===== src/rtl/seg_scan_capture_if.sv =====
// Signal bundle for seg_scan_capture: the multiplexed display bus in, the report handshake out.
interface seg_scan_capture_if;
    logic [6:0] seg_in;
    logic [3:0] an_in;
    logic [6:0] out_seg;
    logic [1:0] out_idx;
    logic       out_valid;
    logic       out_ready;
    logic       overflow;

    modport slave (
        input  seg_in, an_in, out_ready,
        output out_seg, out_idx, out_valid, overflow
    );

    modport master (
        output seg_in, an_in, out_ready,
        input  out_seg, out_idx, out_valid, overflow
    );
endinterface


===== src/rtl/seg_scan_capture.sv =====
// Samples a multiplexed 4-digit 7-segment bus once per anode dwell and reports each digit's stable pattern.
// Optional macro SEG_SCAN_CAPTURE_BLANK_FILTER_EN suppresses reports of the all-off pattern (7'h7F).
module seg_scan_capture #(
    parameter int unsigned SETTLE     = 4,
    parameter int unsigned STABLE_CNT = 3
) (
    input  logic               clk,
    input  logic               rst,
    seg_scan_capture_if.slave  bus
);
    localparam logic [3:0] LP_SETTLE = 4'(SETTLE);
    localparam logic [2:0] LP_STABLE = 3'(STABLE_CNT);

    typedef enum logic [1:0] {S_IDLE, S_SETTLE, S_SAMPLE, S_WAIT} state_t;

    state_t     r_state, w_state_nxt;
    logic [3:0] r_cnt, w_cnt_nxt;
    logic [3:0] r_an, w_an_nxt;
    logic       w_sample;
    logic       w_an_ok;
    logic       w_an_chg;
    logic [1:0] w_idx;

    logic [6:0] r_cand [4];
    logic [2:0] r_mcnt [4];
    logic [6:0] r_last [4];
    logic [3:0] r_rep;

    logic [6:0] r_seg;
    logic [1:0] r_idx;
    logic       r_valid;
    logic       r_ovf;

    logic [2:0] w_mcnt_new;
    logic       w_event;
    logic       w_load;

    assign w_an_ok  = $onehot(~bus.an_in);
    assign w_an_chg = (bus.an_in != r_an);

    always_ff @(posedge clk or posedge rst) begin
        if (rst) begin
            r_state <= S_IDLE;
            r_cnt   <= '0;
            r_an    <= '1;
        end else begin
            r_state <= w_state_nxt;
            r_cnt   <= w_cnt_nxt;
            r_an    <= w_an_nxt;
        end
    end

    always_comb begin
        w_state_nxt = r_state;
        w_cnt_nxt   = r_cnt;
        w_an_nxt    = r_an;
        w_sample    = 1'b0;
        if (r_state == S_IDLE) begin
            if (w_an_ok) begin
                w_state_nxt = S_SETTLE;
                w_cnt_nxt   = LP_SETTLE;
                w_an_nxt    = bus.an_in;
            end
        end else if (w_an_chg) begin
            // Any anode change aborts the dwell, including a pending sample.
            w_an_nxt    = bus.an_in;
            w_state_nxt = w_an_ok ? S_SETTLE : S_IDLE;
            w_cnt_nxt   = LP_SETTLE;
        end else begin
            case (r_state)
                S_SETTLE: begin
                    if (r_cnt <= 4'd1) w_state_nxt = S_SAMPLE;
                    else               w_cnt_nxt   = r_cnt - 4'd1;
                end
                S_SAMPLE: begin
                    w_sample    = 1'b1;
                    w_state_nxt = S_WAIT;
                end
                default: w_state_nxt = r_state;
            endcase
        end
    end

    always_comb begin
        case (~r_an)
            4'b0010: w_idx = 2'd1;
            4'b0100: w_idx = 2'd2;
            4'b1000: w_idx = 2'd3;
            default: w_idx = 2'd0;
        endcase
    end

    always_comb begin
        if (bus.seg_in != r_cand[w_idx])   w_mcnt_new = 3'd1;
        else if (r_mcnt[w_idx] >= LP_STABLE) w_mcnt_new = LP_STABLE;
        else                                w_mcnt_new = r_mcnt[w_idx] + 3'd1;
    end

    // Re-armed by comparing against last-reported, so a dropped report retries on the next stable sample.
`ifdef SEG_SCAN_CAPTURE_BLANK_FILTER_EN
    assign w_event = w_sample && (w_mcnt_new == LP_STABLE) && (bus.seg_in != 7'h7F) &&
                     (!r_rep[w_idx] || (bus.seg_in != r_last[w_idx]));
`else
    assign w_event = w_sample && (w_mcnt_new == LP_STABLE) &&
                     (!r_rep[w_idx] || (bus.seg_in != r_last[w_idx]));
`endif
    assign w_load = w_event && (!r_valid || bus.out_ready);

    always_ff @(posedge clk or posedge rst) begin
        if (rst) begin
            for (int unsigned i = 0; i < 4; i++) begin
                r_cand[i] <= '1;
                r_mcnt[i] <= '0;
                r_last[i] <= '1;
            end
            r_rep <= '0;
        end else begin
            if (w_sample) begin
                r_cand[w_idx] <= bus.seg_in;
                r_mcnt[w_idx] <= w_mcnt_new;
            end
            if (w_load) begin
                r_rep[w_idx]  <= 1'b1;
                r_last[w_idx] <= bus.seg_in;
            end
        end
    end

    always_ff @(posedge clk or posedge rst) begin
        if (rst) begin
            r_seg   <= '1;
            r_idx   <= '0;
            r_valid <= 1'b0;
            r_ovf   <= 1'b0;
        end else if (w_load) begin
            r_seg   <= bus.seg_in;
            r_idx   <= w_idx;
            r_valid <= 1'b1;
        end else if (w_event) begin
            r_ovf   <= 1'b1;
        end else if (r_valid && bus.out_ready) begin
            r_valid <= 1'b0;
        end
    end

    assign bus.out_seg   = r_seg;
    assign bus.out_idx   = r_idx;
    assign bus.out_valid = r_valid;
    assign bus.overflow  = r_ovf;
endmodule


===== src/flat_wrapper.sv =====
// flat-port wrapper written by rule: the top's interface ports become plain ports
module seg_scan_capture_flat 
#(
    parameter int unsigned SETTLE     = 4,
    parameter int unsigned STABLE_CNT = 3
)
  (clk, rst, bus_seg_in, bus_an_in, bus_out_ready, bus_out_seg, bus_out_idx, bus_out_valid, bus_overflow);
  seg_scan_capture_if bus_i ();
  input  logic clk;
  input  logic rst;
  input wire logic [$bits(bus_i.seg_in)-1:0] bus_seg_in;
  input wire logic [$bits(bus_i.an_in)-1:0] bus_an_in;
  input wire logic [$bits(bus_i.out_ready)-1:0] bus_out_ready;
  output wire logic [$bits(bus_i.out_seg)-1:0] bus_out_seg;
  output wire logic [$bits(bus_i.out_idx)-1:0] bus_out_idx;
  output wire logic [$bits(bus_i.out_valid)-1:0] bus_out_valid;
  output wire logic [$bits(bus_i.overflow)-1:0] bus_overflow;
  assign bus_i.seg_in = bus_seg_in;
  assign bus_i.an_in = bus_an_in;
  assign bus_i.out_ready = bus_out_ready;
  assign bus_out_seg = bus_i.out_seg;
  assign bus_out_idx = bus_i.out_idx;
  assign bus_out_valid = bus_i.out_valid;
  assign bus_overflow = bus_i.overflow;
  seg_scan_capture #(.SETTLE(SETTLE), .STABLE_CNT(STABLE_CNT)) u_core (.clk(clk), .rst(rst), .bus(bus_i));
endmodule

===== config.mk =====
export PLATFORM = sky130hd
export DESIGN_NAME = seg_scan_capture_flat
export DESIGN_NICKNAME = d
export VERILOG_FILES = /design/src/rtl/seg_scan_capture_if.sv /design/src/rtl/seg_scan_capture.sv /design/src/flat_wrapper.sv
export SDC_FILE = /design/constraint.sdc
export NUM_CORES = 1
export LEC_CHECK = 0
export CAP_MARGIN = 20
export CORE_ASPECT_RATIO = 1.75
export CORE_MARGIN = 2
export CORE_UTILIZATION = 62
export DETAILED_ROUTE_END_ITERATION = 16
export GPL_ROUTABILITY_DRIVEN = 0
export HOLD_SLACK_MARGIN = 0.02
export PLACE_DENSITY = 0.82
export SYNTH_ARGS = -nofsm -noshare
export SYNTH_HDL_FRONTEND = slang
export SYNTH_SLANG_ARGS = --single-unit
export TNS_END_PERCENT = 5

===== constraint.sdc =====
create_clock -name clk -period 5.7 [get_ports clk]
set_input_delay 1.14 -clock clk [delete_from_list [all_inputs] [get_ports clk]]
set_output_delay 1.14 -clock clk [all_outputs]
set_load 0.05 [all_outputs]

## Yosys cells after proc, flatten, opt, wreduce, memory -nomap -nowiden

Index checks and enable logic that the tools add are counted.
Widths: inputs -> output; s select.

- Flip-flop bits (word level): 93
- Output and inout bits: 11

- Add/sub/neg operators: 5
- Magnitude comparators: 6
- Equal/unequal tests: 14
- Mux-type cells: 43
- Bitwise logic cells: 5
- Reductions and logical operators: 20

Operator list:

| operator | count |
|---|---|
| $bwmux 28 | 2 |
| $mux 7 | 5 |
| $mux 4 | 8 |
| $bmux 7 s2 | 2 |
| $mux 3 | 5 |
| $demux 7 s2 | 1 |
| $ne 7x7->1 | 2 |
| $bwmux 12 | 1 |
| $mux 1 | 9 |
| $mux 2 | 4 |
| $not 4->4 | 2 |
| $bmux 3 s2 | 1 |
| $demux 3 s2 | 1 |
| $logic_and 1x1->1 | 6 |
| $pmux 2 s3 | 1 |
| $reduce_and 2->1 | 3 |
| $reduce_and 3->1 | 2 |
| $add 1x1->2 | 2 |
| $eq 4x2->1 const B | 1 |
| $eq 4x3->1 const B | 1 |
| $eq 4x4->1 const B | 1 |
| $le 4x1->1 const B | 1 |
| $ne 4x1->1 const B | 1 |
| $ne 4x4->1 | 1 |
| 27 further kinds | 30 |

## Depth between registers and ports, before layout

- Depth in word-level cells: 16
- Depth in mapped cells: 16
- Depth with buffers taken out: 13

## Worst setup path before layout

Ideal clock, no wire load.

- Path type: register -> register
- Start point: reg u_core.r_an[3]
- End point: reg u_core.r_last[14] in the netlist's numbering
- Library setup time: 82 ps
- Arrival time: 3665 ps
- Required time: 5618 ps
- Path slack: 1953 ps
- Stages on the path, launching flop included: 16
- Path buffers: 2
- Clock period less this slack: 3747 ps
- Cells stage by stage: dfstp_2 -> clkbuf_1 -> clkbuf_1 -> nand2b_1 -> or2_2 -> mux2i_1 -> nor2_1 -> a21oi_1 -> a21oi_1 -> ha_1 -> ha_1 -> o311ai_1 -> a31oi_1 -> o41ai_4 -> nor4_4 -> mux2_2

- Word-level cells in the longest chain between the ends: 14

Ends and longest elaborated chain:

| what | RTL line | source |
|---|---|---|
| from (decl) | seg_scan_capture.sv:18 | `logic [3:0] r_an, w_an_nxt;` |
| from (signal assigned) | seg_scan_capture.sv:49 | `r_an <= w_an_nxt;` |
| $not 4->4 | seg_scan_capture.sv:85 | `case (~r_an)` |
| $eq 4x4->1 (tied with other cells) | seg_scan_capture.sv:85 |  |
| $pmux 2 s3 | seg_scan_capture.sv:85 |  |
| $not 2->3 (not written as such) | -- |  |
| $bmux 3 s2 | seg_scan_capture.sv:95, seg_scan_capture.sv:96 |  |
| $mux 3 (not written as such) (2 in a row) | seg_scan_capture.sv:95, seg_scan_capture.sv:96 |  |
| $add 3x1->3 or $ge 3x2->1 (tied branches) | seg_scan_capture.sv:96, seg_scan_capture.sv:95 |  |
| $mux 3 | seg_scan_capture.sv:95 | `else if (r_mcnt[w_idx] >= LP_STABLE) w_mcnt_new = LP_STABLE;` |
| $mux 3 | seg_scan_capture.sv:94 | `if (bus.seg_in != r_cand[w_idx]) w_mcnt_new = 3'd1;` |
| $eq 3x2->1 | seg_scan_capture.sv:104 | `assign w_event = w_sample && (w_mcnt_new == LP_STABLE) &&` |
| $logic_and 1x1->1 (2 in a row) | seg_scan_capture.sv:104 |  |
| $logic_and 1x1->1 | seg_scan_capture.sv:107 | `assign w_load = w_event && (!r_valid \|\| bus.out_ready);` |
| to (signal, indexed assignment) | seg_scan_capture.sv:124 | `r_last[w_idx] <= bus.seg_in;` |
| to (decl) | seg_scan_capture.sv:26 | `logic [6:0] r_last [4];` |

Parallel ways exist; a longest one is shown, timed or not. The select of a mux whose other input is x is not followed.
A chain may end at the register's enable or synchronous reset.

## Worst setup path after layout

- Start point: reg u_core.r_an[1]
- End point: reg u_core.r_last[19] in the netlist's numbering

Same word-level chain as after synthesis.

==> impl_metrics.yaml <==
outcome:
  status: "completed"
worst_setup_path:
  r2r_cells: 10
  crit_fanout: 43
  critPathArrivalTime_ps: 4760
  required_ps: 5980
  critPathKind: "flip-flop to flip-flop"
  reg2reg_to: "u_core.r_last[19]"
  endpoint_kind: "flip-flop"
  startpoint: "u_core.r_an[1]"
  regToRegSetupSlack_ps: 1220
  cp-start-kind: "flip-flop"
  timing.rr.start: "u_core.r_an[1]"
  crit_end: "u_core.r_last[19]"
pwr:
  switching_share: 0.321
  seqPwrFrac: 0.451
  leakage_nw: 2.26
  p_int_w: 0.00124
  switchingPower_w: 0.000585
  clkPwrFrac: 0.355
  combPwrFrac: 0.194
  power.density_mw_per_mm2: 323
  ir_worst_vdd_mv: 0.316
clock_tree:
  clock_latency_ps: 350
  cts_max_level: 3
  clk_pin_slew_worst_paths_ps: 70
  cts_root_buf: "clkbuf_16"
  cts_setup_buffers: 0
  cts_sinks: 93
  cts_tree: "done"
  cts_buffer_depth: 2
  cts_hold_buf: 0
  cts_resized: 0
  cts_made_buffers: 9
yosys:
  synth_area_mm2: 0.00506
  synth_cell_type_count: 57
  ys_seq_area_frac: 0.477
  async_reset_ff_frac: 1.00
  syn-num-nets: 469
  yosys_warnings: 0
  syn_area_per_cell_um2: 11.3
  synthCells: 447
  synth-edff-count: 0
  ys_ff_latch: 93
  dominantRegCellSynth: "dfstp_2"
timing:
  fmaxAchievable_mhz: 223
  hold_violations: 0
  maxSlewViolCount: 0
  skew_ps: 11.0
  tightest_slew_ps: 1070
  finalCriticalPeriod_ps: 4480
  post-route-period-util: 0.785
  rsz0062_at_grt: "false"
  setup_violations: 0
  worst_slack_ps: 1220
  tns_ps: 0
  max_slew_margin: 0.283
floorplanning:
  dieHeight_um: 123
  die_area_mm2: 0.00892
  fp.dieW_um: 72.3
  io_pins: 25
  rows: 43
  initial_utilization: 0.639
  core_mm2: 0.00791
placement:
  placed_cells: 533
  dp_slack_ps: 1210
  port_buffers: 24
  dpl.hpwl_um: 7890
drt:
  via_count: 3629
  drt_iter0_drc: 246
  viasPerCell: 6.59
  wl_um: 11700
  detail_route.wl_per_cell_um: 21.2
  final_antenna_net_count: 0
  firstDrtPassIters: 4
  drcViolationCount: 0
finish:
  post_route_cells_drive_above_1_share: 0.386
  antenna_cells: 0
  layout.cells.non_filler: 551
  area_growth_pct: 11.6
  mostFrequentLayoutCells: "mux2_2, dfstp_2, nand3b_1"
  multiInputGateArea_mm2: 0.00239
  fin_nets: 478
  regArea_mm2: 0.00241
  nFillCells: 557
global_routing:
  grt_pass1_vias: 3737
  grt_pass1_wl_um: 19200
  grt_overflow_total: 0
  grt_max_degree: 60
  grt.total_usage: 0.287
  antenna_found_initial: 0
min_path:
  min_path_type: "flip-flop to flip-flop"
flow_run:
  maxCapViolCount: 0
-- power groups by stage --
stage               clock (W)  sequential [W]  combinational, W
CTS                  0.000650        0.000817          0.000352
global route         0.000679        0.000830          0.000386
finish               0.000647        0.000821          0.000353
global placement            0        0.000818          0.000333
detailed placement          0        0.000826          0.000347
floorplan                   0        0.000721          0.000369
-- worst min-delay path by stage --
| stage | from | slack, ps | endpoint | cells after the start |
|---|---|---|---|---|
| after floorplan | u_core.r_rep[1] | 430 | u_core.r_rep[1] | 1 |
| after global placement | u_core.bus.overflow | 440 | u_core.bus.overflow | 1 |
| after detailed placement | u_core.r_rep[1] | 460 | u_core.r_rep[1] | 1 |
| after CTS | u_core.r_rep[1] | 480 | u_core.r_rep[1] | 1 |
| after global routing | u_core.r_rep[3] | 500 | u_core.r_rep[3] | 1 |
| final | u_core.r_rep[3] | 470 | u_core.r_rep[3] | 1 |
-- layer usage --
layer  GRT usage  vias up  wire length [um]
li1            -     1635                 -
met1       0.336     1840              4490
met2       0.497      118              6180
met3      0.0489       36               528
met4       0.147        0               497
met5           0        -                 0
-- state kept, by name, summed over array words and instances (netlist names) --
register	flops
u_core.bus.out_valid	1
u_core.r_cand	28
u_core.bus.overflow	1
u_core.bus.out_idx	2
u_core.r_state	2
u_core.r_last	28
u_core.r_rep	4
u_core.r_cnt	4
u_core.r_an	4
u_core.bus.out_seg	7
u_core.r_mcnt	12
-- final cells by class --
class                   count  area share
inverters                  24      0.0162
flip-flops and latches     93       0.427
well taps                  90      0.0200
clock inverters             7      0.0175
multi-input cells         297       0.424
clock buffers               9      0.0399
repair buffers             31      0.0554
-- critical path: stages (launching register included) --
cell and delay, ps:
dfstp_2 1050, xor2_2 680, a211oi_1 230, nor3_1 350, ha_1 210, ha_1 150, o311ai_1 100, a31oi_1 300
o41ai_4 250, nor4_4 670, mux2_2 410
-- metrics by stage --
stage | hold slack (ps) | utilization | power (W) | area [um^2]
2_1_floorplan | 434 | - | 0.00109 | 5060
3_5_place_dp | 458 | 0.668 | 0.00117 | 5290
5_1_grt | 498 | 0.714 | 0.00190 | 5640
6_report | 470 | 0.714 | 0.00182 | 5640
4_1_cts | 476 | 0.709 | 0.00182 | 5610
3_3_place_gp | 444 | 0.668 | 0.00115 | 5290
-- Yosys cell counts (all sizes together), types with 3 or more instances --
master / count / area (um^2)
dfrtp: 26 / 651
nand2b: 3 / 18.8
a21o: 4 / 30.0
buf: 14 / 90.1
nor3: 4 / 31.3
mux2: 67 / 754
dfstp: 67 / 1760
and2: 12 / 75.1
nor2: 18 / 67.6
nor4: 16 / 166
a21oi: 26 / 134
xor2: 6 / 60.1
a211oi: 12 / 95.1
nand2: 20 / 75.1
nand4b: 3 / 26.3
ha: 7 / 87.6
clkbuf: 19 / 72.6
or2: 7 / 43.8
inv: 24 / 90.1
o21ai: 13 / 65.1
o31a: 11 / 96.3
o22ai: 5 / 31.3
nand3b: 34 / 255
-- logic make-up (layout without fill, tap and decap cells) --
family,count (synthesis),count (layout),share of synthesized area
fa+ha+maj,8,8,0.0213
mux,68,68,0.151
xor+xnor,8,8,0.0153
compound gates,85,85,0.117
flops,93,93,0.477
buf+inv,57,71,0.0500
simple gates,128,128,0.168
(Power assumes the default switching activity.)
